### config.mk
export PLATFORM = sky130hd
export DESIGN_NAME = rtc_bus_write_flat
export DESIGN_NICKNAME = d
export VERILOG_FILES = /design/src/rtl/rtc_bus_write_if.sv /design/src/rtl/rtc_bus_write.sv /design/src/flat_wrapper.sv
export SDC_FILE = /design/constraint.sdc
export NUM_CORES = 1
export LEC_CHECK = 0
export BUFFER_PORTS_ARGS = -buffer_cell sky130_fd_sc_hd__buf_2
export CAP_MARGIN = 20
export CELL_PAD_IN_SITES_DETAIL_PLACEMENT = 0
export CELL_PAD_IN_SITES_GLOBAL_PLACEMENT = 1
export CORE_MARGIN = 10
export CORE_UTILIZATION = 42
export DETAILED_ROUTE_END_ITERATION = 10
export PLACE_DENSITY = 0.74
export SLEW_MARGIN = 20
export SYNTH_ARGS = -nofsm -noshare
export SYNTH_HDL_FRONTEND = slang
export SYNTH_SLANG_ARGS = --single-unit
### constraint.sdc
create_clock -name Clock -period 2.6 [get_ports Clock]
set_clock_uncertainty 0.1 [all_clocks]
set_input_delay 0.39 -clock Clock [delete_from_list [all_inputs] [get_ports Clock]]
set_output_delay 0.39 -clock Clock [all_outputs]
set_load 0.005 [all_outputs]
### src/rtl/rtc_bus_write_if.sv
// Bus-side handshake and pad signals between the field mux and the RTC write-cycle generator.
interface rtc_bus_write_if;
  logic       Start;
  logic [7:0] Addr;
  logic [7:0] Dato_in;
  logic [7:0] Bus_out;
  logic       Bus_oe;
  logic       A_D;
  logic       CS_n;
  logic       WR_n;
  logic       RD_n;
  logic       Busy;
  logic       Done;

  modport master (
    output Start, Addr, Dato_in,
    input  Bus_out, Bus_oe, A_D, CS_n, WR_n, RD_n, Busy, Done
  );

  modport slave (
    input  Start, Addr, Dato_in,
    output Bus_out, Bus_oe, A_D, CS_n, WR_n, RD_n, Busy, Done
  );
endinterface

### src/rtl/rtc_bus_write.sv
// Two-phase (address then data) write cycle generator for the RTC multiplexed AD bus.
// Outputs are registered from the current state, so pins lag the FSM by one cycle.
module rtc_bus_write #(
  parameter int PH_CYC = 4
) (
  input logic          Clock,
  input logic          Reset,
  rtc_bus_write_if.slave bus
);

  typedef enum logic [2:0] {
    S_IDLE, S_ADDR, S_ADDR_H, S_DATA, S_DATA_H, S_DONE
  } state_t;

  typedef struct packed {
    logic [7:0] bus_out;
    logic       oe;
    logic       a_d;
    logic       cs_n;
    logic       wr_n;
    logic       busy;
    logic       done;
  } out_t;

  localparam logic [7:0] LAST   = 8'(PH_CYC - 1);
  localparam out_t       OUT_IDLE = '{bus_out: 8'h00, oe: 1'b0, a_d: 1'b0, cs_n: 1'b1,
                                      wr_n: 1'b1, busy: 1'b0, done: 1'b0};

  state_t     state_q, state_d;
  logic [7:0] cnt_q, addr_q, data_q;
  logic       ph_end;
  out_t       out_d, out_q;

  assign ph_end = (cnt_q == LAST);

  // State register, phase counter and captured operands
  always_ff @(posedge Clock or posedge Reset) begin
    if (Reset) begin
      state_q <= S_IDLE;
      cnt_q   <= 8'h00;
      addr_q  <= 8'h00;
      data_q  <= 8'h00;
    end else begin
      state_q <= state_d;
      if (state_d != state_q || state_q == S_IDLE) cnt_q <= 8'h00;
      else                                         cnt_q <= cnt_q + 8'd1;
      if (state_q == S_IDLE && bus.Start) begin
        addr_q <= bus.Addr;
        data_q <= bus.Dato_in;
      end
    end
  end

  always_comb begin
    state_d = state_q;
    case (state_q)
      S_IDLE:   if (bus.Start) state_d = S_ADDR;
      S_ADDR:   if (ph_end)    state_d = S_ADDR_H;
      S_ADDR_H: if (ph_end)    state_d = S_DATA;
      S_DATA:   if (ph_end)    state_d = S_DATA_H;
      S_DATA_H: if (ph_end)    state_d = S_DONE;
      S_DONE:                  state_d = S_IDLE;
      default:                 state_d = S_IDLE;
    endcase
  end

  always_comb begin
    out_d = OUT_IDLE;
    case (state_q)
      S_ADDR:   out_d = '{bus_out: addr_q, oe: 1'b1, a_d: 1'b0, cs_n: 1'b0,
                          wr_n: 1'b0, busy: 1'b1, done: 1'b0};
      S_ADDR_H: out_d = '{bus_out: addr_q, oe: 1'b1, a_d: 1'b0, cs_n: 1'b1,
                          wr_n: 1'b1, busy: 1'b1, done: 1'b0};
      S_DATA:   out_d = '{bus_out: data_q, oe: 1'b1, a_d: 1'b1, cs_n: 1'b0,
                          wr_n: 1'b0, busy: 1'b1, done: 1'b0};
      S_DATA_H: out_d = '{bus_out: data_q, oe: 1'b1, a_d: 1'b1, cs_n: 1'b1,
                          wr_n: 1'b1, busy: 1'b1, done: 1'b0};
      S_DONE:   out_d = '{bus_out: 8'h00, oe: 1'b0, a_d: 1'b0, cs_n: 1'b1,
                          wr_n: 1'b1, busy: 1'b1, done: 1'b1};
      default:  out_d = OUT_IDLE;
    endcase
  end

  // Pin register; reset forces the bus released and strobes inactive at once
  always_ff @(posedge Clock or posedge Reset) begin
    if (Reset) out_q <= OUT_IDLE;
    else       out_q <= out_d;
  end

  assign bus.Bus_out = out_q.bus_out;
  assign bus.Bus_oe  = out_q.oe;
  assign bus.A_D     = out_q.a_d;
  assign bus.CS_n    = out_q.cs_n;
  assign bus.WR_n    = out_q.wr_n;
  assign bus.RD_n    = 1'b1;
  assign bus.Busy    = out_q.busy;
  assign bus.Done    = out_q.done;

endmodule

### src/flat_wrapper.sv
// flat-port wrapper written by rule: the top's interface ports become plain ports
module rtc_bus_write_flat 
#(
  parameter int PH_CYC = 4
)
  (Clock, Reset, bus_Start, bus_Addr, bus_Dato_in, bus_Bus_out, bus_Bus_oe, bus_A_D, bus_CS_n, bus_WR_n, bus_RD_n, bus_Busy, bus_Done);
  rtc_bus_write_if bus_i ();
  input logic Clock;
  input logic Reset;
  input wire logic [$bits(bus_i.Start)-1:0] bus_Start;
  input wire logic [$bits(bus_i.Addr)-1:0] bus_Addr;
  input wire logic [$bits(bus_i.Dato_in)-1:0] bus_Dato_in;
  output wire logic [$bits(bus_i.Bus_out)-1:0] bus_Bus_out;
  output wire logic [$bits(bus_i.Bus_oe)-1:0] bus_Bus_oe;
  output wire logic [$bits(bus_i.A_D)-1:0] bus_A_D;
  output wire logic [$bits(bus_i.CS_n)-1:0] bus_CS_n;
  output wire logic [$bits(bus_i.WR_n)-1:0] bus_WR_n;
  output wire logic [$bits(bus_i.RD_n)-1:0] bus_RD_n;
  output wire logic [$bits(bus_i.Busy)-1:0] bus_Busy;
  output wire logic [$bits(bus_i.Done)-1:0] bus_Done;
  assign bus_i.Start = bus_Start;
  assign bus_i.Addr = bus_Addr;
  assign bus_i.Dato_in = bus_Dato_in;
  assign bus_Bus_out = bus_i.Bus_out;
  assign bus_Bus_oe = bus_i.Bus_oe;
  assign bus_A_D = bus_i.A_D;
  assign bus_CS_n = bus_i.CS_n;
  assign bus_WR_n = bus_i.WR_n;
  assign bus_RD_n = bus_i.RD_n;
  assign bus_Busy = bus_i.Busy;
  assign bus_Done = bus_i.Done;
  rtc_bus_write #(.PH_CYC(PH_CYC)) u_core (.Clock(Clock), .Reset(Reset), .bus(bus_i));
endmodule
# --- After elaboration in Yosys (flattened, before gate mapping) ---
# Cells that the tools add are included.
word_totals:
  register_bits: 41
  latchBits: 0
  ramBits: 0
  rom_bits: 0
  out_inout_bits: 15
  word_cells: 30
  n_memories: 0
classes:
  addsub: 1
  n_mul: 0
  div: 0
  n_lt_le_gt_ge: 0
  n_eq_ne: 7
  shifts: 0
  muxes: 8
  bitwise_logic: 0
  reduce_logical: 3
ops:
  columns: ["operator", "n"]
  rows:
  - ["14-bit case mux with 5 select lines", 1]
  - ["3-bit 2-to-1 mux", 5]
  - ["3-bit case mux with 5 select lines", 1]
  - ["8-bit by 1-bit adder with 8-bit output (second input constant)", 1]
  - ["8-bit by 2-bit equality test with 1-bit output (second input constant)", 1]
  - ["8-bit 2-to-1 mux", 1]
  - ["3-bit by 2-bit equality test with 1-bit output (second input constant)", 2]
  - ["3-bit equality test (second input constant)", 2]
  - ["3-bit by 1-bit equality test with 1-bit output (second input constant)", 1]
  - ["3-bit logical NOT", 1]
  - ["3-bit != test", 1]
  - ["1-bit logical AND", 1]
  - ["1-bit logical OR", 1]

# --- Longest topological paths before layout ---
depth:
  ltp_word: 6
  ltp_mapped: 5

# --- Worst setup path before layout ---
# No wires, ideal clock.
synth_path:
  path_kind: "register to register"
  startpoint: "register u_core.cnt_q[0]"
  endpoint: "register u_core.state_q[1]"
  setup_ps: 128
  arrival_time_ps: 1614
  path_slack_ps: 759
  stages_incl_launch_ff: 5
  n_path_buf: 0
  period_less_slack_ps: 1841
  cell_sequence: "dfrtp_1 > ha_1 > or4b_4 > nor3_4 > mux2_1"
synth_between:
  elab_chain_len: 3
  word_cells_on_any_way: 6
synth_rtl:
  columns: ["element", "line_no", "source"]
  rows:
  - ["start, declared", "rtc_bus_write.sv:30", "logic [7:0] cnt_q, addr_q, data_q;"]
  - ["start signal, assigned", "rtc_bus_write.sv:46", "else cnt_q <= cnt_q + 8'd1;"]
  - ["8-bit by 2-bit equality test with 1-bit output *", "rtc_bus_write.sv:34", "assign ph_end = (cnt_q == LAST);"]
  - ["3-bit 2-to-1 mux, on equally long branches", null, null]
  - ["3-bit case mux with 5 select lines *", "rtc_bus_write.sv:56", "case (state_q)"]
  - ["via u_core.state_d[1]", "rtc_bus_write.sv:29", "state_t state_q, state_d;"]
  - ["end signal, assigned", "rtc_bus_write.sv:44", "state_q <= state_d;"]
  - ["end, declared", "rtc_bus_write.sv:29", null]
# Mark *: on every way through the listed nets, which the timed path passes. The rest lies on a longest branch.
# A chain may end at the register's enable or synchronous reset.

# --- Worst setup path after layout ---
# Ends and elaborated chain as after synthesis.

==> results.sh <==
export IMPL_outcome="finished, final reports clean"
export IMPL_crit_fanout=5
export IMPL_fin_nets=191
export IMPL_setup_viol=0
export IMPL_synthToLayoutAreaGrowth_pct=17.8
export IMPL_diodes=0
export IMPL_drtIter0Drc=65
export IMPL_max_stage_delay_ns=0.51
export IMPL_synth_top_family_by_area="multiplexers"
export IMPL_synth_nets=156
export IMPL_rsz0062_at_grt="false"
export IMPL_yosys_warnings=0
export IMPL_path_class="reg -> reg"
export IMPL_die_h_um=83.3
export IMPL_cp_start_kind="flop"
export IMPL_final_max_slew_violation_count=0
export IMPL_tns_ns=0
export IMPL_clk_pin_slew_worst_paths_ns=0.08
export IMPL_wl_um=3240
export IMPL_arrival_ns=2.01
export IMPL_grt_pass1_wl_um=5910
export IMPL_overflow=0
export IMPL_syn_inst=136
export IMPL_vias=1125
export IMPL_io_pins=34
export IMPL_hold_buffers=0
export IMPL_grt_start_max_net_pins=41
export IMPL_ys_ff_latch=40
export IMPL_drc=0
export IMPL_synth_mux_area_share_pct=12.0
export IMPL_hold_violations=0
export IMPL_fin_crit_ns=1.92
export IMPL_num_rows=22
export IMPL_drive_gt1_share_pct=37.8
export IMPL_avgSynthCellArea_sq_um=12.4
export IMPL_clock_path_buffers=2
export IMPL_leakagePower_nw=0.927
export IMPL_die_area_sq_mm=0.00695
export IMPL_port_buffers=32
export IMPL_dp_cells=212
export IMPL_clockRootBuffer="clkbuf_8"
export IMPL_final_cells=220
export IMPL_powerDensity_mw_per_mm2=1090
export IMPL_first_global_vias=1253
export IMPL_synth_cell_area_sq_mm=0.00169
export IMPL_max_freq_ghz=0.520
export IMPL_cpLargestDelayFamily="simple AND/OR/NAND/NOR gates"
export IMPL_grt_use_total_pct=10.3
export IMPL_cp_required_ns=2.68
export IMPL_drtPass1Iterations=4
export IMPL_yosysUniqueCellTypes=32
export IMPL_synth_seq_area_share_pct=59.5
export IMPL_synth_compound_gate_area_share_pct=10.4
export IMPL_cp_end_kind="flop"
export IMPL_start_util_pct=44.7
export IMPL_cts_tree="done"
export IMPL_insertion_delay_ns=0.29
export IMPL_async_flop_share_pct=100
export IMPL_yosys_area_share_adder_pct=0.742
export IMPL_period_share_pct=74.0
export IMPL_vias_per_cell=5.11
export IMPL_synth_edf_count=0
export IMPL_max_cap_viol_count=0
export IMPL_cts_setup_buffers=0
export IMPL_grt_antenna_before_repair=0
export IMPL_crit_slowest_cell="or4b_4"
export IMPL_ant_nets=0
export IMPL_cts_resized_gates=0
export IMPL_place_gp_congestion=0.803
export IMPL_wl_per_cell_um=14.7
export IMPL_htreeDepth=2
export IMPL_fin_util_pct=52.7
export IMPL_whs_ns=0.109
export IMPL_numCtsBuffers=5
export IMPL_p_total_mw=2.15
export IMPL_synth_xor_area_share_pct=2.08
export IMPL_die_width_um=83.3
export IMPL_hpwlAfterDp_um=2420
export IMPL_path_cells="ha_1 -> or4b_4 -> nor3_4 -> mux2_1"
export IMPL_nFillCells=333
export IMPL_ir_drop_v=0.000541
export IMPL_yosys_area_share_simple_pct=11.0
export IMPL_clock_sinks=40
export IMPL_synth_ff_type="dfrtp_1"
export IMPL_path_buf_inv=0
export IMPL_worstHoldPathType="in -> async"
export IMPL_core_area_sq_mm=0.00377
[through the flow]
stage	cell area, sq um	worst slack, ns
after global placement	1890	0.719
final	1990	0.676
after CTS	1990	0.657
after global routing	1990	0.573
after floorplan	1690	0.759
after detailed placement	1890	0.665
[area by class of cell]
class                   count  area [sq um]  share of cell area, %
well taps                  48          60.1                   3.02
repair buffers             35           183                   9.20
multi-input cells          82           621                   31.3
flip-flops and latches     40          1000                   50.5
clock buffers               7          86.3                   4.35
clock inverters             1          7.51                  0.378
inverters                   7          26.3                   1.32
[registers in the layout, indices dropped and copies added, names as in the netlist]
register	count
u_core.addr_q	8
u_core.bus.Bus_out	8
u_core.cnt_q	8
u_core.data_q	8
u_core.state_q	3
u_core.bus.A_D	1
u_core.bus.Bus_oe	1
u_core.bus.Busy	1
u_core.bus.CS_n	1
u_core.bus.Done	1
[metal layers]
layer  track usage, %  part of all wire, %
met2             15.6                   48
met3             5.47                   10
met5                0                    0
met4             4.15                  1.8
met1             11.7                   41
[cell usage in the layout, fill, tap and decap left out]
master / Yosys / layout
dfrtp_1: 39 / 39
buf_2: 4 / 32
mux2_2: 17 / 17
o21ai_0: 8 / 8
nor2_1: 8 / 8
inv_1: 7 / 7
nand2_1: 6 / 6
a22o_1: 6 / 6
clkbuf_8: 0 / 6
or3_1: 5 / 5
nand3_1: 5 / 5
a21oi_1: 4 / 4
buf_4: 3 / 3
nor2b_1: 2 / 2
a22oi_1: 2 / 2
xnor2_1: 2 / 2
xor2_1: 2 / 2
nor4b_2: 0 / 1
a21boi_0: 1 / 1
nor3b_1: 1 / 1
a21o_1: 1 / 1
nor3_1: 1 / 1
or4b_4: 1 / 1
or2_1: 1 / 1
nor3_4: 1 / 1
a211oi_2: 1 / 1
mux2_1: 1 / 1
a21boi_1: 1 / 1
nand4_1: 1 / 1
o211ai_2: 1 / 1
ha_1: 1 / 1
conb_1: 1 / 1
clkinvlp_4: 0 / 1
clkbuf_1: 0 / 1
dfstp_2: 1 / 1
[power by group]
group          switching, mW  internal (mW)  total [mW]  leakage [nW]
logic                  0.321          0.384       0.705         0.382
clock network          0.205          0.215       0.421        0.0445
registers              0.164          0.865        1.03         0.501
total                  0.690           1.46        2.15         0.927
[worst paths after layout]
kind | start | end | slack (ns) | depth (start not counted)
worst min-delay path | Reset | u_core.bus.Bus_out[5] | 0.11 | 3
worst max-delay path | u_core.cnt_q[0] | u_core.state_q[1] | 0.68 | 4
worst min register to register | u_core.data_q[0] | u_core.bus.Bus_out[0] | 0.39 | 1
worst max register to register | u_core.cnt_q[0] | u_core.state_q[1] | 0.68 | 4
min in group Clock | bus_Addr[7] | u_core.addr_q[7] | 0.21 | 3
max in group asynchronous | Reset | u_core.bus.CS_n | 1.94 | 3
[worst min-delay path: stages]
cell	delay (ns)
buf_2	0.10
inv_1	0.04
buf_4	0.42
[synth_stat cells, drive strengths merged, types with 2 or more instances]
cell type | number | area share [%]
xnor2 | 2 | 1.0
inv | 7 | 1.6
xor2 | 2 | 1.0
nor3 | 2 | 1.3
a21oi | 4 | 1.2
buf | 7 | 2.5
or3 | 5 | 1.9
o21ai | 8 | 2.4
a22oi | 2 | 0.89
a22o | 6 | 3.1
mux2 | 18 | 12
nand3 | 5 | 1.5
nor2b | 2 | 0.74
dfrtp | 39 | 58
nand2 | 6 | 1.3
a21boi | 2 | 0.89
nor2 | 8 | 1.8
[cells by family (layout without fill, tap and decap cells)]
family                   Yosys count  after routing
AO/OA/AOI/OAI                     25             25
other                              1              1
XOR/XNOR                           4              4
adder cells (fa/ha/maj)            1              1
AND/OR/NAND/NOR                   33             33
flip-flops                        40             40
buffers and inverters             14             50
multiplexers                      18             18
Power figures use the tool's default switching activity.
